## src/rtl/convert_hsv_to_rgb_pkg.sv

```systemverilog
// Shared types, field positions and address helpers for the HSV->RGB stage.
package convert_hsv_to_rgb_pkg;

    localparam int unsigned AddrWidth = 18;
    localparam int unsigned DataWidth = 32;

    localparam int unsigned HsvHueLsb = 24;
    localparam int unsigned HsvSatLsb = 8;
    localparam int unsigned HsvValLsb = 0;

    localparam int unsigned RgbRedLsb   = 0;
    localparam int unsigned RgbGreenLsb = 8;
    localparam int unsigned RgbBlueLsb  = 24;

    // Hue codes at or above this carry no colour; the producer writes 192 for black.
    localparam logic [7:0] HueLimit = 8'd192;

    typedef enum logic [1:0] {
        S_ADDR,
        S_READ,
        S_CALC,
        S_WRITE
    } state_e;

    function automatic int unsigned hsv_base(input int unsigned w, input int unsigned h);
        return w * h * 2 + 2;
    endfunction

    function automatic int unsigned rgb_base(input int unsigned w, input int unsigned h);
        return w * h + 1;
    endfunction

    function automatic logic [DataWidth-1:0] pack_rgb(input logic [7:0] r, input logic [7:0] g,
                                                      input logic [7:0] b);
        logic [DataWidth-1:0] word;
        word                      = '0;
        word[RgbRedLsb +: 8]      = r;
        word[RgbGreenLsb +: 8]    = g;
        word[RgbBlueLsb +: 8]     = b;
        return word;
    endfunction

endpackage

```

## src/rtl/convert_hsv_to_rgb_hsv_sector_mix.sv

```systemverilog
// Registered HSV sector mixer: computes p/q/t from (f, s, v) and picks (r,g,b) by sector.
module convert_hsv_to_rgb_hsv_sector_mix (
    input  logic       clk,
    input  logic       rst_n,
    input  logic       i_en,
    input  logic [2:0] i_sector,
    input  logic [7:0] i_f,
    input  logic [7:0] i_s,
    input  logic [7:0] i_v,
    input  logic       i_nohue,
    output logic [7:0] o_r,
    output logic [7:0] o_g,
    output logic [7:0] o_b
);

    logic [8:0]  w_s_inv;
    logic [8:0]  w_f_inv;
    logic [16:0] w_sf;
    logic [16:0] w_sf_inv;
    logic [16:0] w_q_fac;
    logic [16:0] w_t_fac;
    logic [24:0] w_p_prod;
    logic [24:0] w_q_prod;
    logic [24:0] w_t_prod;
    logic [7:0]  w_p;
    logic [7:0]  w_q;
    logic [7:0]  w_t;
    logic [7:0]  w_r_sel;
    logic [7:0]  w_g_sel;
    logic [7:0]  w_b_sel;
    logic [7:0]  r_r;
    logic [7:0]  r_g;
    logic [7:0]  r_b;

    assign w_s_inv  = 9'd256 - {1'b0, i_s};
    assign w_f_inv  = 9'd256 - {1'b0, i_f};
    assign w_sf     = {9'd0, i_s} * {9'd0, i_f};
    assign w_sf_inv = {9'd0, i_s} * {8'd0, w_f_inv};
    // f <= 248, so both factors stay positive and below 2^17.
    assign w_q_fac  = 17'h10000 - w_sf;
    assign w_t_fac  = 17'h10000 - w_sf_inv;

    assign w_p_prod = {17'd0, i_v} * {16'd0, w_s_inv};
    assign w_q_prod = {17'd0, i_v} * {8'd0, w_q_fac};
    assign w_t_prod = {17'd0, i_v} * {8'd0, w_t_fac};

    assign w_p = 8'(w_p_prod >> 8);
    assign w_q = 8'(w_q_prod >> 16);
    assign w_t = 8'(w_t_prod >> 16);

    always_comb begin
        w_r_sel = i_v;
        w_g_sel = i_v;
        w_b_sel = i_v;
        if (!i_nohue) begin
            case (i_sector)
                3'd0: begin w_r_sel = i_v; w_g_sel = w_t; w_b_sel = w_p; end
                3'd1: begin w_r_sel = w_q; w_g_sel = i_v; w_b_sel = w_p; end
                3'd2: begin w_r_sel = w_p; w_g_sel = i_v; w_b_sel = w_t; end
                3'd3: begin w_r_sel = w_p; w_g_sel = w_q; w_b_sel = i_v; end
                3'd4: begin w_r_sel = w_t; w_g_sel = w_p; w_b_sel = i_v; end
                3'd5: begin w_r_sel = i_v; w_g_sel = w_p; w_b_sel = w_q; end
                default: begin w_r_sel = i_v; w_g_sel = i_v; w_b_sel = i_v; end
            endcase
        end
    end

    always_ff @(posedge clk or negedge rst_n) begin
        if (!rst_n) begin
            r_r <= '0;
            r_g <= '0;
            r_b <= '0;
        end else if (i_en) begin
            r_r <= w_r_sel;
            r_g <= w_g_sel;
            r_b <= w_b_sel;
        end
    end

    assign o_r = r_r;
    assign o_g = r_g;
    assign o_b = r_b;

endmodule

```

## src/rtl/convert_hsv_to_rgb.sv

```systemverilog
// HSV->RGB frame stage: walks the packed HSV region in shared SRAM and writes one RGB word
// per pixel, four clocks per pixel, with enable/pause/done sequencing.
module convert_hsv_to_rgb
    import convert_hsv_to_rgb_pkg::*;
#(
    parameter int unsigned ImageWidth       = 320,
    parameter int unsigned ImageHeight      = 240,
    parameter int unsigned HSVStorageOffset = hsv_base(ImageWidth, ImageHeight),
    parameter int unsigned RGBOutputOffset  = rgb_base(ImageWidth, ImageHeight)
) (
    input  logic                 clk,
    input  logic                 rst_n,
    input  logic                 enable,
    input  logic                 pause,
    input  logic [DataWidth-1:0] data_read,
    output logic                 wren,
    output logic [AddrWidth-1:0] address,
    output logic [DataWidth-1:0] data_write,
    output logic                 done
);

    localparam logic [AddrWidth-1:0] HsvBase    = AddrWidth'(HSVStorageOffset);
    localparam logic [AddrWidth-1:0] RgbBase    = AddrWidth'(RGBOutputOffset);
    localparam logic [AddrWidth-1:0] PixelCount = AddrWidth'(ImageWidth * ImageHeight);

    state_e               r_state,      w_state_nxt;
    logic [AddrWidth-1:0] r_counter,    w_counter_nxt;
    logic                 r_wren,       w_wren_nxt;
    logic [AddrWidth-1:0] r_address,    w_address_nxt;
    logic [DataWidth-1:0] r_data_write, w_data_write_nxt;
    logic                 r_done,       w_done_nxt;
    logic [7:0]           r_h,          w_h_nxt;
    logic [7:0]           r_s,          w_s_nxt;
    logic [7:0]           r_v,          w_v_nxt;

    logic [AddrWidth-1:0] w_cnt_inc;
    logic [2:0]           w_sector;
    logic [7:0]           w_f;
    logic                 w_nohue;
    logic                 w_mix_en;
    logic [7:0]           w_r;
    logic [7:0]           w_g;
    logic [7:0]           w_b;

    assign w_cnt_inc = r_counter + 1'b1;
    assign w_sector  = r_h[7:5];
    assign w_f       = {r_h[4:0], 3'b000};
    assign w_nohue   = (r_h >= HueLimit) || (r_s == 8'd0);
    assign w_mix_en  = enable && !pause && (r_state == S_CALC);

    convert_hsv_to_rgb_hsv_sector_mix u_mix (
        .clk      (clk),
        .rst_n    (rst_n),
        .i_en     (w_mix_en),
        .i_sector (w_sector),
        .i_f      (w_f),
        .i_s      (r_s),
        .i_v      (r_v),
        .i_nohue  (w_nohue),
        .o_r      (w_r),
        .o_g      (w_g),
        .o_b      (w_b)
    );

    always_comb begin
        w_state_nxt      = r_state;
        w_counter_nxt    = r_counter;
        w_wren_nxt       = r_wren;
        w_address_nxt    = r_address;
        w_data_write_nxt = r_data_write;
        w_done_nxt       = r_done;
        w_h_nxt          = r_h;
        w_s_nxt          = r_s;
        w_v_nxt          = r_v;

        if (!enable) begin
            w_state_nxt      = S_ADDR;
            w_counter_nxt    = '0;
            w_wren_nxt       = 1'b0;
            w_address_nxt    = '0;
            w_data_write_nxt = '0;
            w_done_nxt       = 1'b0;
        end else if (!pause) begin
            if (r_done) begin
                // Frame finished: idle with the port quiet until enable drops.
                w_wren_nxt = 1'b0;
            end else begin
                unique case (r_state)
                    S_ADDR: begin
                        w_address_nxt = HsvBase + r_counter;
                        w_wren_nxt    = 1'b0;
                        w_state_nxt   = S_READ;
                    end
                    S_READ: begin
                        w_h_nxt     = data_read[HsvHueLsb +: 8];
                        w_s_nxt     = data_read[HsvSatLsb +: 8];
                        w_v_nxt     = data_read[HsvValLsb +: 8];
                        w_state_nxt = S_CALC;
                    end
                    S_CALC: begin
                        w_state_nxt = S_WRITE;
                    end
                    S_WRITE: begin
                        w_address_nxt    = RgbBase + r_counter;
                        w_data_write_nxt = pack_rgb(w_r, w_g, w_b);
                        w_wren_nxt       = 1'b1;
                        w_counter_nxt    = w_cnt_inc;
                        w_done_nxt       = (w_cnt_inc >= PixelCount);
                        w_state_nxt      = S_ADDR;
                    end
                endcase
            end
        end
    end

    always_ff @(posedge clk or negedge rst_n) begin
        if (!rst_n) begin
            r_state      <= S_ADDR;
            r_counter    <= '0;
            r_wren       <= 1'b0;
            r_address    <= '0;
            r_data_write <= '0;
            r_done       <= 1'b0;
            r_h          <= '0;
            r_s          <= '0;
            r_v          <= '0;
        end else begin
            r_state      <= w_state_nxt;
            r_counter    <= w_counter_nxt;
            r_wren       <= w_wren_nxt;
            r_address    <= w_address_nxt;
            r_data_write <= w_data_write_nxt;
            r_done       <= w_done_nxt;
            r_h          <= w_h_nxt;
            r_s          <= w_s_nxt;
            r_v          <= w_v_nxt;
        end
    end

    assign wren       = r_wren;
    assign address    = r_address;
    assign data_write = r_data_write;
    assign done       = r_done;

endmodule

```

## config.mk

```make
export PLATFORM = sky130hd
export DESIGN_NAME = convert_hsv_to_rgb
export DESIGN_NICKNAME = d
export VERILOG_FILES = /design/src/rtl/convert_hsv_to_rgb_pkg.sv /design/src/rtl/convert_hsv_to_rgb_hsv_sector_mix.sv /design/src/rtl/convert_hsv_to_rgb.sv
export SDC_FILE = /design/constraint.sdc
export NUM_CORES = 1
export LEC_CHECK = 0
export ABC_AREA = 1
export CAP_MARGIN = 20
export CORE_MARGIN = 10
export CORE_UTILIZATION = 45
export CTS_BUF_LIST = sky130_fd_sc_hd__clkbuf_4
export DETAILED_ROUTE_END_ITERATION = 6
export HOLD_SLACK_MARGIN = 0.05
export MAX_ROUTING_LAYER = met4
export PLACE_DENSITY_LB_ADDON = 0.08
export SYNTH_ARGS = -nofsm -noshare
export SYNTH_HDL_FRONTEND = slang
export SYNTH_SLANG_ARGS = --single-unit
```

## constraint.sdc

```tcl
create_clock -name clk -period 11.94 [get_ports clk]
set_clock_uncertainty 0.15 [all_clocks]
set_input_delay 2.388 -clock clk [delete_from_list [all_inputs] [get_ports clk]]
set_output_delay 2.388 -clock clk [all_outputs]
set_load 0.01 [all_outputs]
```

# ---- After elaboration in Yosys (flattened, before gate mapping)
# Index checks and enable logic that the tools add are counted.
dict set report word_totals {
  reg_bits 120
  in_bits 36
  output_inout_bits 52
}
dict set report classes {
  n_addsub 7
  mul 5
  n_lt_le_gt_ge 2
  n_eq_ne 13
  mux 30
  bitwise_logic 2
  reduce_logical 15
}
# operator n
set ops {}
lappend ops {{$mux W32} 4}
lappend ops {{$mux W18} 7}
lappend ops {{$pmux W8 S3} 3}
lappend ops {{$mul A8 B17 Y24} 2}
lappend ops {{$pmux W18 S2} 1}
lappend ops {{$mux W8} 3}
lappend ops {{$add A17 B18 Y18 const A} 1}
lappend ops {{$add A18 B1 Y18 const B} 1}
lappend ops {{$add A18 B18 Y18 const A} 1}
lappend ops {{$ge A18 B17 Y1 const B} 1}
lappend ops {{$sub A9 B8 Y9 const A} 2}
lappend ops {{$mul A8 B9 Y17} 1}
lappend ops {{$sub A17 B16 Y17 const A} 1}
lappend ops {{$sub A17 B17 Y17 const A} 1}
lappend ops {{$mul A8 B9 Y16} 1}
lappend ops {{$mul A8 B5 Y13} 1}
lappend ops {{$ge A8 B8 Y1 const B} 1}
lappend ops {{$logic_not A8 Y1} 1}
lappend ops {{$pmux W2 S4} 1}
lappend ops {{$mux W1} 7}
lappend ops {{$eq A3 B2 Y1 const B} 2}
lappend ops {{$eq A3 B3 Y1 const B} 2}
lappend ops {{$mux W2} 3}
lappend ops {{$reduce_and A3 Y1} 2}
lappend ops {{17 further kinds} 24}

# ---- Depth between registers and ports, before layout
# Gate-level depths: netlist of the first run.
dict set report logic_depth {
  ltp_word 6
  ltp_mapped 47
  mapped_depth_nobuf 46
}

# ---- Modules after synthesis
# Synthesis of the first run repeated with hierarchy kept, for this count alone.
dict set report unflattened {
  hier_cells 2923
  area_unflattened_um2 21917.3
}
# module n_inst cells_per_inst area_per_inst_um2
set modules_own_cells {}
lappend modules_own_cells {convert_hsv_to_rgb_hsv_sector_mix 1 2439 17433.0}
lappend modules_own_cells {convert_hsv_to_rgb 1 484 4484.3}

# ---- Worst setup path after synthesis of the first run
# Ideal clock, no wire load.
dict set report synth_timing {
  kind {register -> register}
  from {register r_h[1]}
  to {register u_mix.r_b[7], in the netlist u_mix.o_b[7]}
  arrival_time_ns 8.407
  required_time_ns 11.673
  slack_ns 3.267
  path_stages_with_launch 41
  n_path_buf 1
  path_cell_list {dfrtp_1 -> clkbuf_1 -> inv_1 -> ha_1 -> xnor2_1 -> inv_1 -> nor2_1 -> fa_1 -> inv_1 -> fa_1 -> fa_1 -> inv_1 -> fa_1 -> inv_1 -> ha_1 -> a21oi_1 -> nand3_1 -> a21o_1 -> [... 5 more ...] -> fa_1 -> inv_1 -> fa_1 -> inv_1 -> ha_1 -> nand2_1 -> nor2_1 -> nand2_1 -> nor4_1 -> nand2_1 -> nand3_1 -> nand3_1 -> nand3_1 -> nand2_1 -> nor2_1 -> nand2_1 -> nand2_1 -> nand2_1}
}
dict set report synth_between {
  elab_chain_cells 6
  word_cells_on_any_way 11
  cone_classes {3 x add/sub; 4 x mul; 1 x order compare; 2 x mux; 1 x reduce/logical}
}
# element line_no
set synth_lines {}
lappend synth_lines {{from (decl)} convert_hsv_to_rgb.sv:32} ;# logic [7:0] r_h, w_h_nxt;
lappend synth_lines {{from (signal assigned)} convert_hsv_to_rgb.sv:134} ;# r_h <= w_h_nxt;
lappend synth_lines {{$sub A9 B8 Y9} convert_hsv_to_rgb_hsv_sector_mix.sv:36} ;# assign w_f_inv = 9'd256 - {1'b0, i_f};
lappend synth_lines {{$mul A8 B9 Y17} convert_hsv_to_rgb_hsv_sector_mix.sv:38} ;# assign w_sf_inv = {9'd0, i_s} * {8'd0, w_f_inv};
lappend synth_lines {{$sub A17 B17 Y17} convert_hsv_to_rgb_hsv_sector_mix.sv:41} ;# assign w_t_fac = 17'h10000 - w_sf_inv;
lappend synth_lines {{$mul A8 B17 Y24} convert_hsv_to_rgb_hsv_sector_mix.sv:45} ;# assign w_t_prod = {17'd0, i_v} * {8'd0, w_t_fac};
lappend synth_lines {{$pmux W8 S3} convert_hsv_to_rgb_hsv_sector_mix.sv:56} ;# case (i_sector)
lappend synth_lines {{$mux W8 *} convert_hsv_to_rgb_hsv_sector_mix.sv:55} ;# if (!i_nohue) begin
lappend synth_lines {{to (signal assigned)} convert_hsv_to_rgb_hsv_sector_mix.sv:76} ;# r_b <= w_b_sel;
lappend synth_lines {{to (decl)} convert_hsv_to_rgb_hsv_sector_mix.sv:33} ;# logic [7:0] r_b;
# Mark *: on every way between the ends. The rest lies on a longest branch, timed or not.
# A chain may end at the register's enable or synchronous reset.

# ---- Final worst setup path of the first run
dict set report layout_timing {
  from {register r_h[0]}
  to {register u_mix.r_b[7], in the netlist u_mix.o_b[7]}
}
# Same word-level chain as after synthesis.

==> results of run 1 <==
==> area by class of cell <==
type / count / area [µm²] / share of cell area
Multi-Input combinational cell: 1807 / 13300 / 0.677
Sequential cell: 112 / 2800 / 0.143
Inverter: 506 / 1900 / 0.0966
Timing Repair Buffer: 88 / 856 / 0.0435
Tap cell: 525 / 657 / 0.0334
Clock buffer: 10 / 75.1 / 0.00382
Clock inverter: 6 / 62.6 / 0.00318
Antenna cell: 1 / 2.50 / 0.000127
==> layout by cell type, fill, tap and decap left out, types with 21 or more instances in the layout <==
master	n
sky130_fd_sc_hd__clkdlybuf4s50_1	70
sky130_fd_sc_hd__xor2_1	31
sky130_fd_sc_hd__a32o_1	23
sky130_fd_sc_hd__nor2_1	303
sky130_fd_sc_hd__nand4_1	31
sky130_fd_sc_hd__dfrtp_1	112
sky130_fd_sc_hd__nand3b_1	21
sky130_fd_sc_hd__nand3_1	125
sky130_fd_sc_hd__o21ai_0	81
sky130_fd_sc_hd__a21oi_1	121
sky130_fd_sc_hd__inv_1	496
sky130_fd_sc_hd__fa_1	224
sky130_fd_sc_hd__ha_1	173
sky130_fd_sc_hd__nand2_1	533
==> final timing paths <==
path	from	slack, ns	depth (start not counted)	to
hold reg to reg	u_mix.o_b[4]	0.36	2	u_mix.o_b[4]
max in group asynchronous	rst_n	9.02	3	data_write[6]
hold / removal	u_mix.o_b[4]	0.36	2	u_mix.o_b[4]
setup reg to reg	r_h[0]	2.03	41	u_mix.o_b[7]
setup / recovery	r_h[0]	2.03	41	u_mix.o_b[7]
min in group asynchronous	rst_n	1.55	1	r_s[2]
==> worst register-to-register path: cells and delay by family (launching register included) <==
kind | cells | cell delay [ns]
and+or+nand+nor | 19 | 2.29
adders and majority gates | 11 | 4.99
DFF | 1 | 0.58
AOI/OAI and AO/OA | 2 | 0.18
buffers and inverters | 7 | 0.63
xor gates and xnor gates | 2 | 0.97
==> registers in the layout (all words and copies together), names as in the netlist <==
name	flops
r_counter	18
u_mix.o_b	8
data_write	24
u_mix.o_g	8
address	18
r_v	8
done	1
wren	1
r_h	8
u_mix.o_r	8
r_state	2
r_s	8
==> logic make-up (layout without fill, tap and decap cells) <==
kind of cell / count (synthesis) / in the layout / synth area share
xor gates and xnor gates: 46 / 46 / 0.0232
DFF: 112 / 112 / 0.153
adders and majority gates: 397 / 397 / 0.362
and+or+nand+nor: 1082 / 1082 / 0.252
AOI/OAI and AO/OA: 274 / 274 / 0.0861
buffers and inverters: 587 / 610 / 0.124
other: 1 / 9 / 0.000204
==> through the flow <==
stage,hold slack (ns),util,setup slack (ns),instances,area [µm²]
floorplan,0.300,-,3.27,2506,18400
global placement,0.312,0.487,2.25,3037,19500
detailed placement,0.323,0.487,2.17,3037,19500
CTS,0.362,0.491,2.08,3053,19600
global route,0.389,0.491,1.42,3055,19700
finish,0.355,0.491,2.03,3055,19700
==> metal layers <==
| metal | vias up | global-route usage | wire [µm] |
|---|---|---|---|
| li1 | 7778 | - | - |
| met1 | 7795 | 0.301 | 24700 |
| met2 | 376 | 0.348 | 24000 |
| met3 | 64 | 0.0376 | 3010 |
| met4 | 0 | 0.0641 | 1350 |
| met5 | - | - | 0 |
==> run metrics, run 1 <==
num ports 88; top achievable clock speed 101 MHz; Crit Path Max Fanout 9; async set or reset register ratio after synthesis 1.00; Total Nets Final 2957; die span in x 222 µm; most frequent cell after synthesis sky130_fd_sc_hd__nand2_1; Commonest cells post-synth sky130_fd_sc_hd__nand2_1, sky130_fd_sc_hd__inv_1, sky130_fd_sc_hd__nor2_1; outcome completed; worst hold path type flop to flop; count of final max-slew check failures 0; number of global-route vias before repair 16.4k; Clock Pin Slew Worst Setup and Hold Paths 0.24 ns; slew margin rel. 0.288; Crit. End Element flop; Top FF cell, synth sky130_fd_sc_hd__dfrtp_1; area of the core 40000 µm²; die area 49300 µm²; gp weighted congestion 0.936; wire length of the first global-routing pass 87900 µm; data arrival at the endpoint of the critical path 10.25 ns; Routed WL per cell 17.4 µm; maximum number of pins on one net before global-route repair 83; number of failing setup endpoints in the final timing report 0; htree depth 3; first drt pass iteration count 7; number of nets with antenna violations after detailed routing 0; overall track demand over capacity in global routing 0.226; CTS sink count 112; starting density of the core 0.459; delay of the slowest cell on the worst path 0.61 ns; 1st-iter DRT viols 1103; proportion of netlist area held by the largest area contributor 0.244; CTS-repair resized insts 0; number of synthesis warnings 0; synthesized instance count 2499; ratio of final minimum period to clock period 0.830; Worst-Skew Late Latency 0.61 ns; Area growth, synth to finish 7.13%; cell mode on critical path sky130_fd_sc_hd__nand2_1; standard cell with the maximum stage delay on the critical path sky130_fd_sc_hd__xor2_1; mean instance size in the synthesized netlist 7.34 µm²; remaining global-route overflow 0; total length of routed wires 53000 µm; number of different library cells in the post-synthesis netlist 52; number of buffers inserted during clock tree synthesis 9; CP Data Required Time 12.28 ns; unrepaired setup endpoints after global routing no; die extent in y 222 µm; Detail Placement HPWL 42700 µm; Synth area leader sky130_fd_sc_hd__fa_1; number of enable flip-flop cells after synthesis 0; worst path buffer plus inverter count 7; Filler Cells Inserted 4034; critical path launch point type flop; initial antenna violation count 1; number of input and output port buffers inserted 71; number of buffers on the longest clock path 2; slew at the pin with the worst max-slew slack 1.07 ns; DR vias 16.0k; library cell used as clock root buffer sky130_fd_sc_hd__clkbuf_4; total of hold buffers inserted after clock tree synthesis 0; CTS tree done; post-synth design cell area 18400 µm²; std cell rows 73; layout cell share with drive strength beyond 1 0.0368; largest cells by area after synthesis sky130_fd_sc_hd__fa_1, sky130_fd_sc_hd__dfrtp_1, sky130_fd_sc_hd__ha_1, sky130_fd_sc_hd__nand2_1, sky130_fd_sc_hd__inv_1; sum of negative setup slack 0 ns; register area share after synthesis 0.153; buffers inserted by post-CTS timing repair 0; min Tclk post-route 9.91 ns; final number of hold-violating endpoints 0; detailed-route DRC error count 0; total of max-cap violations 0; post-DR vias/cell 5.24; FF+latch count, synth 112; kind of critical path flop to flop; cell family with most CP delay adder cells
Power of run 1 is left out: the tool's default activity adds up to more than one toggle a clock period on the data nets, which glitch-free logic cannot reach.
==> run 2, diff against run 1 <==
==> constraint.sdc (replaced) <==
create_clock -name clk -period 9.65 [get_ports clk]
set_clock_uncertainty 0.15 [all_clocks]
set_input_delay 1.93 -clock clk [delete_from_list [all_inputs] [get_ports clk]]
set_output_delay 1.93 -clock clk [all_outputs]
set_load 0.01 [all_outputs]
==> run metrics, run 2 (synthesized netlist as in run 1, its figures left out) <==
htree depth 3; total of max-cap violations 0; Area growth, synth to finish 7.85%; die span in x 222 µm; count of final max-slew check failures 0; area of the core 40000 µm²; standard cell with the maximum stage delay on the critical path sky130_fd_sc_hd__fa_1; Worst-Skew Late Latency 0.62 ns; die area 49300 µm²; Crit. End Element flop; number of buffers inserted during clock tree synthesis 9; starting density of the core 0.459; library cell used as clock root buffer sky130_fd_sc_hd__clkbuf_4; Routed WL per cell 17.4 µm; std cell rows 73; outcome completed; wire length of the first global-routing pass 88500 µm; detailed-route DRC error count 0; delay of the slowest cell on the worst path 0.55 ns; CTS sink count 112; CTS tree done; 1st-iter DRT viols 1158; worst hold path type flop to flop; Detail Placement HPWL 42900 µm; number of global-route vias before repair 16.5k; max reg flops 24; slew margin rel. 0.287; critical path launch point type flop; num ports 88; total of hold buffers inserted after clock tree synthesis 0; ratio of final minimum period to clock period 0.939; final number of hold-violating endpoints 0; slew at the pin with the worst max-slew slack 1.07 ns; post-DR vias/cell 5.23; setup ws final 0.593 ns; min Tclk post-route 9.06 ns; DR vias 16.1k; number of nets with antenna violations after detailed routing 0; number of failing setup endpoints in the final timing report 0; number of input and output port buffers inserted 71; data arrival at the endpoint of the critical path 9.40 ns; worst-case setup slack after placement 0.305 ns; kind of critical path flop to flop; Total Nets Final 2973; gp weighted congestion 0.902; Crit Path Max Fanout 10; remaining global-route overflow 0; top achievable clock speed 110 MHz; Filler Cells Inserted 4103; layout cell share with drive strength beyond 1 0.0479; die extent in y 222 µm; number of buffers on the longest clock path 2; CP Data Required Time 9.99 ns; cell mode on critical path sky130_fd_sc_hd__nand2_1; Clock Pin Slew Worst Setup and Hold Paths 0.21 ns; maximum number of pins on one net before global-route repair 68; leading cell type in the layout, fill and taps excluded sky130_fd_sc_hd__nand2_1; overall track demand over capacity in global routing 0.228; commonest cells after routing, fill and taps aside sky130_fd_sc_hd__nand2_1, sky130_fd_sc_hd__inv_1, sky130_fd_sc_hd__nor2_1, sky130_fd_sc_hd__fa_1, sky130_fd_sc_hd__ha_1; first drt pass iteration count 6; initial antenna violation count 2; total length of routed wires 53400 µm
==> run 2: cell count changes in the layout (fill, tap and decap cells not counted), moves of 3 or more <==
cell | previous run | this run
sky130_fd_sc_hd__dfrtp_1 | 112 | 108
sky130_fd_sc_hd__ha_1 | 173 | 170
sky130_fd_sc_hd__buf_4 | 17 | 33
sky130_fd_sc_hd__ha_2 | 0 | 3
sky130_fd_sc_hd__dfrtp_2 | 0 | 4
==> run 2: worst max-delay path, delay by kind of cell, from the launching register on <==
family / cells / cell delay (ns)
DFF: 1 / 0.53
and+or+nand+nor: 21 / 2.17
adders and majority gates: 11 / 5.01
AOI/OAI and AO/OA: 3 / 0.36
xor gates and xnor gates: 1 / 0.14
buffers and inverters: 7 / 0.55
==> run 2: path summary, 6_finish.rpt <==
check	startpoint	end	slack (ns)	cells after the start
max	r_h[1]	u_mix.o_r[7]	0.59	43
min reg2reg	address[1]	address[1]	0.36	2
max reg2reg	r_h[1]	u_mix.o_r[7]	0.59	43
max in group asynchronous	rst_n	r_counter[5]	6.79	2
min in group asynchronous	rst_n	r_h[4]	1.25	1
min	address[1]	address[1]	0.36	2
==> run 2: layout make-up <==
type                            count  area, µm²  share of cell area
Tap cell                          525        657              0.0332
Multi-Input combinational cell   1807      13300               0.674
Antenna cell                        2       5.00            0.000253
Clock inverter                      7       56.3             0.00284
Timing Repair Buffer              104        968              0.0489
Sequential cell                   112       2810               0.142
Inverter                          506       1900              0.0960
Clock buffer                        9       67.6             0.00341
==> run 2: through the flow <==
step	util	std cells	hold slack (ns)	setup TNS, ns	area [µm²]
after floorplan	-	2506	0.300	0	18400
after global routing	0.495	3072	0.383	-0.0245	19800
after detailed placement	0.490	3049	0.321	0	19600
after global placement	0.490	3049	0.313	0	19600
final	0.495	3072	0.360	0	19800
after CTS	0.493	3065	0.363	0	19700
==> run 2: repair_timing <==
| action | 4_1_cts | 5_1_grt |
|---|---|---|
| buffers inserted | 0 | 5 |
| setup endpoints to repair | 0 | 24 |
| resized for setup | 0 | 15 |
==> run 2: layer usage <==
metal / vias up / part of all wire / global-route usage
met3: 44 / 0.060 / 0.0293
met5: - / 0 / -
met2: 396 / 0.46 / 0.358
li1: 7805 / - / -
met1: 7809 / 0.47 / 0.306
met4: 0 / 0.016 / 0.0529
Power of run 2 is left out for the same reason.
==> run 3, diff against run 2 <==
--- a/config.mk
+++ b/config.mk
@@ -5,15 +5,17 @@
 export SDC_FILE = /design/constraint.sdc
 export NUM_CORES = 1
 export LEC_CHECK = 0
-export ABC_AREA = 1
+export ABC_AREA = 0
 export CAP_MARGIN = 20
 export CORE_MARGIN = 10
 export CORE_UTILIZATION = 45
 export CTS_BUF_LIST = sky130_fd_sc_hd__clkbuf_4
 export DETAILED_ROUTE_END_ITERATION = 6
+export GPL_TIMING_DRIVEN = 0
 export HOLD_SLACK_MARGIN = 0.05
 export MAX_ROUTING_LAYER = met4
 export PLACE_DENSITY_LB_ADDON = 0.08
 export SYNTH_ARGS = -nofsm -noshare
 export SYNTH_HDL_FRONTEND = slang
 export SYNTH_SLANG_ARGS = --single-unit
+export TNS_END_PERCENT = 10
==> run metrics, run 3 <==
Filler Cells Inserted 3778; gp weighted congestion 0.927; setup slack of the worst register-to-register path 0.21 ns; wire length of the first global-routing pass 85100 µm; number of different library cells in the post-synthesis netlist 70; total of hold buffers inserted after clock tree synthesis 0; setup ws final 0.206 ns; met2 usage 0.384; leading cell type in the layout, fill and taps excluded sky130_fd_sc_hd__inv_1; max reg flops 24; register area share after synthesis 0.157; layout cell share with drive strength beyond 1 0.0941; post-DR vias/cell 5.34; final number of hold-violating endpoints 0; initial antenna violation count 1; total of max-cap violations 0; htree depth 3; Area growth, synth to finish 15.4%; Clock Pin Slew Worst Setup and Hold Paths 0.21 ns; num ports 88; number of global-route vias before repair 15.2k; library cell used as clock root buffer sky130_fd_sc_hd__clkbuf_4; remaining global-route overflow 0; die extent in y 219 µm; async set or reset register ratio after synthesis 1.00; Commonest cells post-synth sky130_fd_sc_hd__inv_1, sky130_fd_sc_hd__nand2_1, sky130_fd_sc_hd__and2_1; min Tclk post-route 9.44 ns; CTS sink count 112; Detail Placement HPWL 42000 µm; post-synth design cell area 17800 µm²; CTS tree done; DR vias 14.6k; slew at the pin with the worst max-slew slack 0.956 ns; number of buffers inserted during clock tree synthesis 9; outcome completed; commonest cells after routing, fill and taps aside sky130_fd_sc_hd__inv_1, sky130_fd_sc_hd__nand2_1, sky130_fd_sc_hd__fa_1, sky130_fd_sc_hd__and2_1, sky130_fd_sc_hd__ha_1; largest cells by area after synthesis sky130_fd_sc_hd__fa_1, sky130_fd_sc_hd__dfrtp_1, sky130_fd_sc_hd__ha_1, sky130_fd_sc_hd__and2_1, sky130_fd_sc_hd__inv_1; number of nets with antenna violations after detailed routing 0; die span in x 219 µm; cell area reported after detailed placement 19300 µm²; number of enable flip-flop cells after synthesis 0; first drt pass iteration count 5; FF+latch count, synth 112; top achievable clock speed 106 MHz; number of input and output port buffers inserted 71; maximum number of pins on one net before global-route repair 79; most frequent cell after synthesis sky130_fd_sc_hd__inv_1; area of the core 38900 µm²; total length of routed wires 53100 µm; global-route met3 utilization 0.0212; 1st-iter DRT viols 779; number of synthesis warnings 0; CP Data Required Time 9.99 ns; Crit Path Max Fanout 4; proportion of netlist area held by the largest area contributor 0.251; std cell rows 72; detailed-route DRC error count 0; worst hold path type flop to flop; Total Nets Final 2650; layer with the highest usage met2; met1 layer usage reported by global route 0.301; post-layout util 0.529; Top FF cell, synth sky130_fd_sc_hd__dfrtp_1; overall track demand over capacity in global routing 0.233; cell family with most CP delay adder cells; mean instance size in the synthesized netlist 8.55 µm²; post-route cell area 20600 µm²; count of final max-slew check failures 0; Crit. End Element flop; delay of the slowest cell on the worst path 0.57 ns; worst-case setup slack after placement -1.31 ns; cell mode on critical path sky130_fd_sc_hd__fa_1; Routed WL per cell 19.4 µm; starting density of the core 0.458; die area 48000 µm²; ratio of final minimum period to clock period 0.979; standard cell with the maximum stage delay on the critical path sky130_fd_sc_hd__fa_1; worst path buffer plus inverter count 5; data arrival at the endpoint of the critical path 9.78 ns; number of failing setup endpoints in the final timing report 0; Worst-Skew Late Latency 0.55 ns; synthesized instance count 2086; unrepaired setup endpoints after global routing yes; slew margin rel. 0.363; kind of critical path flop to flop; Synth area leader sky130_fd_sc_hd__fa_1; critical path launch point type flop; number of buffers on the longest clock path 2
[run 3: cell count changes in the layout (fill, tap and decap cells not counted), moves of 81 or more]
cell and delta:
sky130_fd_sc_hd__inv_1 -188, sky130_fd_sc_hd__clkbuf_1 +81, sky130_fd_sc_hd__and2_1 +219, sky130_fd_sc_hd__nor2_1 -238, sky130_fd_sc_hd__nand2_1 -249, sky130_fd_sc_hd__nand3_1 -105
[run 3: metrics by stage]
step,hold slack [ns],cells,setup TNS [ns]
6_report,0.352,2741,0
5_1_grt,0.385,2741,-0.411
4_1_cts,0.358,2714,-0.0200
3_5_place_dp,0.319,2683,-23.42
3_3_place_gp,0.316,2682,-22.96
2_1_floorplan,0.300,2093,0
[run 3: cells by family (layout without fill, tap and decap cells)]
group | count (synthesis) | count (layout) | share of synthesized area
fa+ha+maj | 397 | 397 | 0.373
flops | 112 | 112 | 0.157
compound gates | 289 | 289 | 0.104
xor+xnor | 101 | 101 | 0.0496
simple gates | 746 | 746 | 0.213
buf+inv | 419 | 548 | 0.0899
mux | 21 | 21 | 0.0129
other cells | 1 | 9 | 0.000210
[run 3: tightest hold or removal path, cell delays in order, from the launching register on]
cell	delay, ns
sky130_fd_sc_hd__dfrtp_1	0.38
sky130_fd_sc_hd__nand2_1	0.05
sky130_fd_sc_hd__o21ai_0	0.06
[run 3: layer usage]
metal | vias to the layer above | wire length, µm
met2 | 333 | 25200
met3 | 84 | 2430
met4 | 0 | 1510
li1 | 6916 | -
met1 | 7303 | 24000
met5 | - | 0
[run 3: final cells by class]
| type | count | area (µm²) | share of cell area |
|---|---|---|---|
| Antenna cell | 1 | 2.50 | 0.000122 |
| Buffer | 101 | 443 | 0.0215 |
| Clock buffer | 9 | 67.6 | 0.00328 |
| Clock inverter | 7 | 65.1 | 0.00316 |
| Inverter | 311 | 1170 | 0.0569 |
| Multi-Input combinational cell | 1562 | 14200 | 0.693 |
| Sequential cell | 112 | 2810 | 0.137 |
| Tap cell | 518 | 648 | 0.0315 |
| Timing Repair Buffer | 120 | 1120 | 0.0544 |
[run 3: what timing repair did]
action | 4_1_cts | 5_1_grt
setup endpoints to repair | 24 | 24
setup buffers | 22 | 26
pin swaps | 10 | 49
resized for setup | 73 | 90
[run 3: worst paths after layout]
path	from	end	depth (start not counted)
worst max-delay path	r_h[1]	u_mix.o_r[7]	32
worst min-delay path	address[12]	address[12]	2
worst max register to register	r_h[1]	u_mix.o_r[7]	32
worst min register to register	address[12]	address[12]	2
max in group asynchronous	rst_n	data_write[15]	2
min in group asynchronous	rst_n	r_v[0]	1
Power of run 3 is left out for the same reason.
